==> src/rtl/vm_pkg.sv <==
// vm_pkg: shared coin and sequencer types for the vending machine
package vm_pkg;

  typedef enum logic [1:0] {
    SLUG     = 2'b00,
    FARTHING = 2'b01,
    HAPENNY  = 2'b10,
    PENNY    = 2'b11
  } coin_t;

  typedef enum logic [1:0] {
    IDLE   = 2'd0,
    VEND   = 2'd1,
    CHANGE = 2'd2
  } vseq_state_t;

  function automatic logic [2:0] coin_value(coin_t c);
    return c == PENNY ? 3'd4 : c == HAPENNY ? 3'd2 : c == FARTHING ? 3'd1 : 3'd0;
  endfunction

endpackage

==> src/rtl/change_selector.sv <==
// change_selector: greedy largest-coin choice for paying out a credit
import vm_pkg::*;

module change_selector #(
  parameter int CW = 5
) (
  input  logic [CW-1:0] credit,
  output coin_t         coin
);

  // Largest coin not exceeding the credit; a zero credit never reaches the payout
  always_comb coin = credit >= CW'(4) ? PENNY : credit >= CW'(2) ? HAPENNY : FARTHING;

endmodule

==> src/rtl/vend_sequencer.sv <==
// vend_sequencer: coin credit accumulation, vend handshake and change payout
import vm_pkg::*;

module vend_sequencer #(
  parameter int PRICE = 12,
  parameter int CW    = 5
) (
  input  logic          clk50m,
  input  logic          res,
  input  logic          coin_valid,
  input  logic [1:0]    coin_type,
  output logic          coin_ready,
  input  logic          cancel,
  output logic          vend_valid,
  input  logic          vend_ready,
  output logic          change_valid,
  output logic [1:0]    change_coin,
  input  logic          change_ready,
  output logic [CW-1:0] credit,
  output logic [7:0]    vend_count,
  output logic          slug
);

  vseq_state_t   state;
  logic          accept;
  logic          vend_hs;
  logic          chg_hs;
  logic [CW-1:0] credit_nxt;
  coin_t         sel;

  change_selector #(.CW(CW)) u_sel (
    .credit(credit_nxt),
    .coin  (sel)
  );

  // Coins are only taken in IDLE and cancel always blocks them
  assign coin_ready = state == IDLE && !cancel;

  // Credit after this cycle's accepted coin, vend or change handshake
  always_comb begin
    accept     = coin_valid && coin_ready;
    vend_hs    = state == VEND && vend_ready;
    chg_hs     = state == CHANGE && change_ready;
    credit_nxt = accept  ? credit + CW'(coin_value(coin_t'(coin_type))) :
                 vend_hs ? credit - CW'(PRICE) :
                 chg_hs  ? credit - CW'(coin_value(coin_t'(change_coin))) : credit;
  end

  // Transaction FSM; change_coin is chosen from the post-handshake credit so it holds while stalled
  always_ff @(posedge clk50m or posedge res) begin
    if (res) begin
      state        <= IDLE;
      credit       <= '0;
      vend_count   <= '0;
      vend_valid   <= 1'b0;
      change_valid <= 1'b0;
      change_coin  <= SLUG;
      slug         <= 1'b0;
    end else begin
      credit <= credit_nxt;
      slug   <= accept && coin_type == SLUG;
      case (state)
        IDLE:
          if (cancel && credit != '0) begin
            state        <= CHANGE;
            change_valid <= 1'b1;
            change_coin  <= sel;
          end else if (credit_nxt >= CW'(PRICE)) begin
            state      <= VEND;
            vend_valid <= 1'b1;
          end
        VEND:
          if (vend_ready) begin
            vend_count <= vend_count + 8'd1;
            vend_valid <= 1'b0;
            if (credit_nxt != '0) begin
              state        <= CHANGE;
              change_valid <= 1'b1;
              change_coin  <= sel;
            end else
              state <= IDLE;
          end
        CHANGE:
          if (change_ready) begin
            if (credit_nxt == '0) begin
              state        <= IDLE;
              change_valid <= 1'b0;
              change_coin  <= SLUG;
            end else
              change_coin <= sel;
          end
        default: state <= IDLE;
      endcase
    end
  end

endmodule

==> config.mk <==
export PLATFORM = sky130hd
export DESIGN_NAME = vend_sequencer
export DESIGN_NICKNAME = d
export VERILOG_FILES = /design/src/rtl/vm_pkg.sv /design/src/rtl/change_selector.sv /design/src/rtl/vend_sequencer.sv
export SDC_FILE = /design/constraint.sdc
export NUM_CORES = 1
export LEC_CHECK = 0
export ABC_AREA = 1
export BUFFER_PORTS_ARGS = -buffer_cell sky130_fd_sc_hd__buf_2
export CAP_MARGIN = 20
export CORE_ASPECT_RATIO = 1.25
export CORE_UTILIZATION = 25
export DETAILED_ROUTE_END_ITERATION = 10
export GPL_ROUTABILITY_DRIVEN = 0
export PLACE_DENSITY_LB_ADDON = 0.08
export SYNTH_ARGS = -nofsm -noshare
export SYNTH_HDL_FRONTEND = slang
export SYNTH_SLANG_ARGS = --single-unit
export TNS_END_PERCENT = 20
==> constraint.sdc <==
create_clock -name clk50m -period 5.75 [get_ports clk50m]
set_input_delay 1.15 -clock clk50m [delete_from_list [all_inputs] [get_ports clk50m]]
set_output_delay 1.15 -clock clk50m [all_outputs]
set_load 0.05 [all_outputs]
# --- Yosys cells after proc, flatten, opt, wreduce, memory -nomap -nowiden ---
# Index checks and enable logic that the tools add are counted.
totals:
  regBits: 20
  inputBits: 8
  out_inout_bits: 19
  elab_cells: 83
op_classes:
  add_sub_neg: 4
  order_cmp: 3
  eq_ne: 16
  muxes: 34
  n_reduce_logical: 19
ops:
  columns: ["op", "count"]
  rows:
  - ["$mux 2", 15]
  - ["$mux 5", 3]
  - ["$pmux 2 s3", 2]
  - ["$eq 2x2->1 const B", 5]
  - ["$mux 1", 10]
  - ["$reduce_bool 5->1", 2]
  - ["$add 8x1->8 const B", 1]
  - ["$ne 2x1->1 const B", 4]
  - ["$reduce_and 4->1", 2]
  - ["$eq 2x1->1 const B", 3]
  - ["$logic_and 1x1->1", 6]
  - ["$mux 3", 2]
  - ["$ne 2x2->1 const B", 3]
  - ["$reduce_and 6->1", 1]
  - ["$add 5x3->5", 1]
  - ["$ge 5x2->1 const B", 1]
  - ["$ge 5x3->1 const B", 1]
  - ["$ge 5x4->1 const B", 1]
  - ["$logic_not 5->1", 1]
  - ["$reduce_and 5->1", 1]
  - ["$sub 5x3->5", 1]
  - ["$sub 5x4->5 const B", 1]
  - ["$logic_not 2->1", 2]
  - ["$ne 3x1->1 const B", 1]
  - ["6 further kinds", 6]

# --- Logic depth before layout (Yosys ltp) ---
depth:
  ltp_word: 14
  ltp_mapped: 19
  mapped_depth_nobuf: 19

# --- Modules after synthesis ---
# A second synthesis with hierarchy kept.
hier_totals:
  cells_unflattened: 196
  area_unflattened_um2: 1452.6
by_module_without_submodules:
  columns: ["module", "n_inst", "cells_each", "area_each_um2", "seq_area_each_um2"]
  rows:
  - ["vend_sequencer", 1, 190, 1430.1, 500.5]
  - ["change_selector", 1, 6, 22.5, 0.0]

# --- Worst setup path after synthesis ---
# Ideal clock, no wire load.
synth_path:
  path_type: "in2out"
  startpoint: "input port cancel"
  endpoint: "output port coin_ready"
  arrival_ns: 1.611
  slack_ns: 2.989
  cell_stages: 3
  n_path_buf: 0
  path_cell_list: "inv_1 > nand2_2 > inv_1"
synth_between:
  elab_chain_len: 2
synth_lines:
  columns: ["item", "line_no", "text"]
  rows:
  - ["start: declaration", "vend_sequencer.sv:13", "input logic cancel,"]
  - ["$logic_not 1->1", "vend_sequencer.sv:37", "assign coin_ready = state == IDLE && !cancel;"]
  - ["$logic_and 1x1->1", "vend_sequencer.sv:37", null]
  - ["end: declaration", "vend_sequencer.sv:12", "output logic coin_ready,"]
# No other way between the ends.

# --- Final worst setup path ---
# Ends and elaborated chain as after synthesis.

==> run_results.csv <==
group,metric,value,unit
status,status,"completed",
finish,final_area,1674,um^2
worst_setup_path,reg2reg_to,"change_valid$_DFFE_PP0P_",
timing,fmax,0.3491,GHz
global_routing,grt_overflow,0,
clock_tree,numCtsBuffers,3,
timing,setup-tns-final,0,ps
drt,route.detailed.drc,0,
clock_tree,cts_buffer_depth,2,
finish,syn2layout_area_growth,17.89,%
finish,final_common_cell,"nand2_1",
power,ir_worst_vdd,0.0001320,V
drt,drt_wl_total,3178,um
power,powerDensity,595.5,nW/um^2
global_routing,grt_pass1_vias,1265,
clock_tree,htreeDepth,1,
yosys,syn_inst,179,
yosys,netlist_area,1420,um^2
yosys,synth-main-ff-cell,"dfrtp_1",
timing,worst_slack,2885,ps
global_routing,grt_pass1_wl,5699,um
floorplan,pin_count,27,
placement,dp_slack,2702,ps
clock_tree,post_cts_resized,0,
global_routing,use_met1,13.47,%
drt,firstDrtPassIters,4,
worst_setup_path,start_kind,"input port",
yosys,synth_area_leader_cell,"dfrtp_1",
timing,final_hold_viol_count,0,
yosys,yosys-top-cells-area,"dfrtp_1, nand2_1, ha_1, inv_1, nand3_1",
placement,portBuffers,26,
drt,routedWlPerCell,11.68,um
worst_setup_path,cp_max_fo,2,
yosys,yosysSeqAreaShare,35.24,%
yosys,syn_avg_cell_area,7.934,um^2
global_routing,grt_use_met3,1.744,%
clock_tree,clk_latency,250,ps
worst_setup_path,r2r_cells,17,
worst_setup_path,worst_setup_path_end_kind,"primary output",
finish,layout.nets,228,
timing,maxSlewViolCount,0,
finish,layout_common_cells,"nand2_1, inv_1, buf_2",
global_routing,grt_max_degree,21,
clock_tree,cts_setup_buffers,0,
timing,period_share,49.82,%
placement,place_area,1619,um^2
timing,skew,5.426,ps
timing,finalCriticalPeriod,2865,ps
worst_setup_path,r2r_start,"change_coin[0]$_DFFE_PP0P_",
yosys,synth-edff-count,0,
drt,ant_nets,0,
drt,vias_per_cell,4.338,
global_routing,met2_usage,22.59,%
worst_setup_path,path_class,"input port to primary output",
timing,worstMarginPinSlew,788.5,ps
finish,fill_cells,610,
clock_tree,clkTransAtPathRegs,80,ps
timing,max-slew-margin-rel,47.38,%
worst_hold_path,hp-class,"register to register",
floorplan,dieArea,5988,um^2
clock_tree,cts_root_buf,"clkbuf_8",
floorplan,initial_utilization,26.09,%
worst_setup_path,cp.required,4600,ps
yosys,yosysUniqueCellTypes,28,
worst_setup_path,cp-endpoint,"coin_ready",
floorplan,fp.coreArea,5443,um^2
clock_tree,cts_sinks,20,
worst_setup_path,arrival,1710,ps
finish,drive_gt1_share,25.96,%
clock_tree,cts_tree,"yes",
timing,report.final.setup_viol,0,
worst_hold_path,holdPathStages,2,
finish,n_antenna_cell,0,
global_routing,track_usage,11.94,%
finish,final_util,30.76,%
timing,rsz0062_at_grt,"no",
worst_setup_path,crit_start,"cancel",
global_routing,grt-busiest-layer,"met2",
yosys,async_reset_ff_share,100.0,%
global_routing,grt_antenna_before_repair,0,
yosys,ys_warn_count,0,
yosys,synth_top_area_share,35.24,%
yosys,ys_ff_latch,20,
floorplan,row_count,30,
power,leakagePower,0.9220,nW
clock_tree,hold_buffers,0,
worst_setup_path,r2r_slack,3460,ps
floorplan,fp.dieH,86.27,um
yosys,synth_fp_nets,198,
job,drv_cap,0,
drt,drtIter0Drc,34,
drt,vias,1180,
placement,dp_hpwl,2669,um
floorplan,fp.dieW,69.41,um
==> cells by family after synthesis <==
group | Yosys count | synth area share, %
fa+ha+maj | 11 | 10.75
buf+inv | 31 | 8.722
compound gates | 14 | 6.080
simple gates | 96 | 34.89
flops | 20 | 35.24
xor+xnor | 7 | 4.317
==> worst max-delay path, stage by stage <==
cell	delay [ps]
buf_2	100
inv_1	50
nand2_2	90
inv_1	60
buf_2	250
==> layout make-up <==
type,count,area [um^2],share of cell area (%)
Multi-Input combinational cell,128,795.8,47.53
Inverter,30,112.6,6.726
Timing Repair Buffer,26,130.1,7.773
Sequential cell,20,500.5,29.90
Clock buffer,4,55.05,3.288
Tap cell,64,80.08,4.783
==> power breakdown <==
group / switching (mW) / leakage [nW] / internal (mW) / total, mW
logic: 0.437 / 0.653 / 0.188 / 0.625
clock network: 0.0464 / 0.0288 / 0.0608 / 0.107
registers: 0.0733 / 0.240 / 0.191 / 0.265
total: 0.557 / 0.922 / 0.440 / 0.997
==> cells in the mapped netlist (3+ instances only) <==
cell type and instances:
a21oi_1 4, dfrtp_1 20, ha_1 9, inv_1 26, inv_2 4, nand2_1 48
nand2_2 5, nand3_1 13, nor2_1 13, nor2_2 4, nor2_4 3, o21ai_1 4
xnor2_1 3, xor2_1 4
==> per-stage QoR <==
stage / cells / total power [mW] / hold WS [ps]
detailed placement: 268 / 0.9069 / 463.8
floorplan: 179 / 0.7642 / 628.8
CTS: 272 / 1.019 / 482.7
global route: 272 / 1.103 / 507.0
finish: 272 / 0.9969 / 474.2
global placement: 268 / 0.9036 / 456.8
==> how the worst min path moves through the flow <==
stage / startpoint / endpoint / slack [ps]
2_1_floorplan: state[1]$_DFFE_PP0P_ / state[1]$_DFFE_PP0P_ / 630
3_3_place_gp: change_valid$_DFFE_PP0P_ / change_valid$_DFFE_PP0P_ / 460
3_5_place_dp: change_valid$_DFFE_PP0P_ / change_valid$_DFFE_PP0P_ / 460
4_1_cts: change_valid$_DFFE_PP0P_ / change_valid$_DFFE_PP0P_ / 480
5_1_grt: vend_count[7]$_DFFE_PP0P_ / vend_count[7]$_DFFE_PP0P_ / 510
6_report: change_valid$_DFFE_PP0P_ / change_valid$_DFFE_PP0P_ / 470
==> routing by layer <==
| metal | wire length [um] | up-vias | part of all wire [%] |
|---|---|---|---|
| met5 | 0 | - | 0 |
| met4 | 35 | 0 | 1.1 |
| met3 | 84 | 2 | 2.6 |
| met2 | 1652 | 16 | 52 |
| met1 | 1405 | 543 | 44 |
| li1 | - | 619 | - |
==> registers in the layout (all words and copies together), names as in the netlist <==
signal / cells
vend_count: 8
credit: 5
change_coin: 2
state: 2
change_valid: 1
slug: 1
vend_valid: 1
Note: power is estimated with default switching activity, not from simulation.
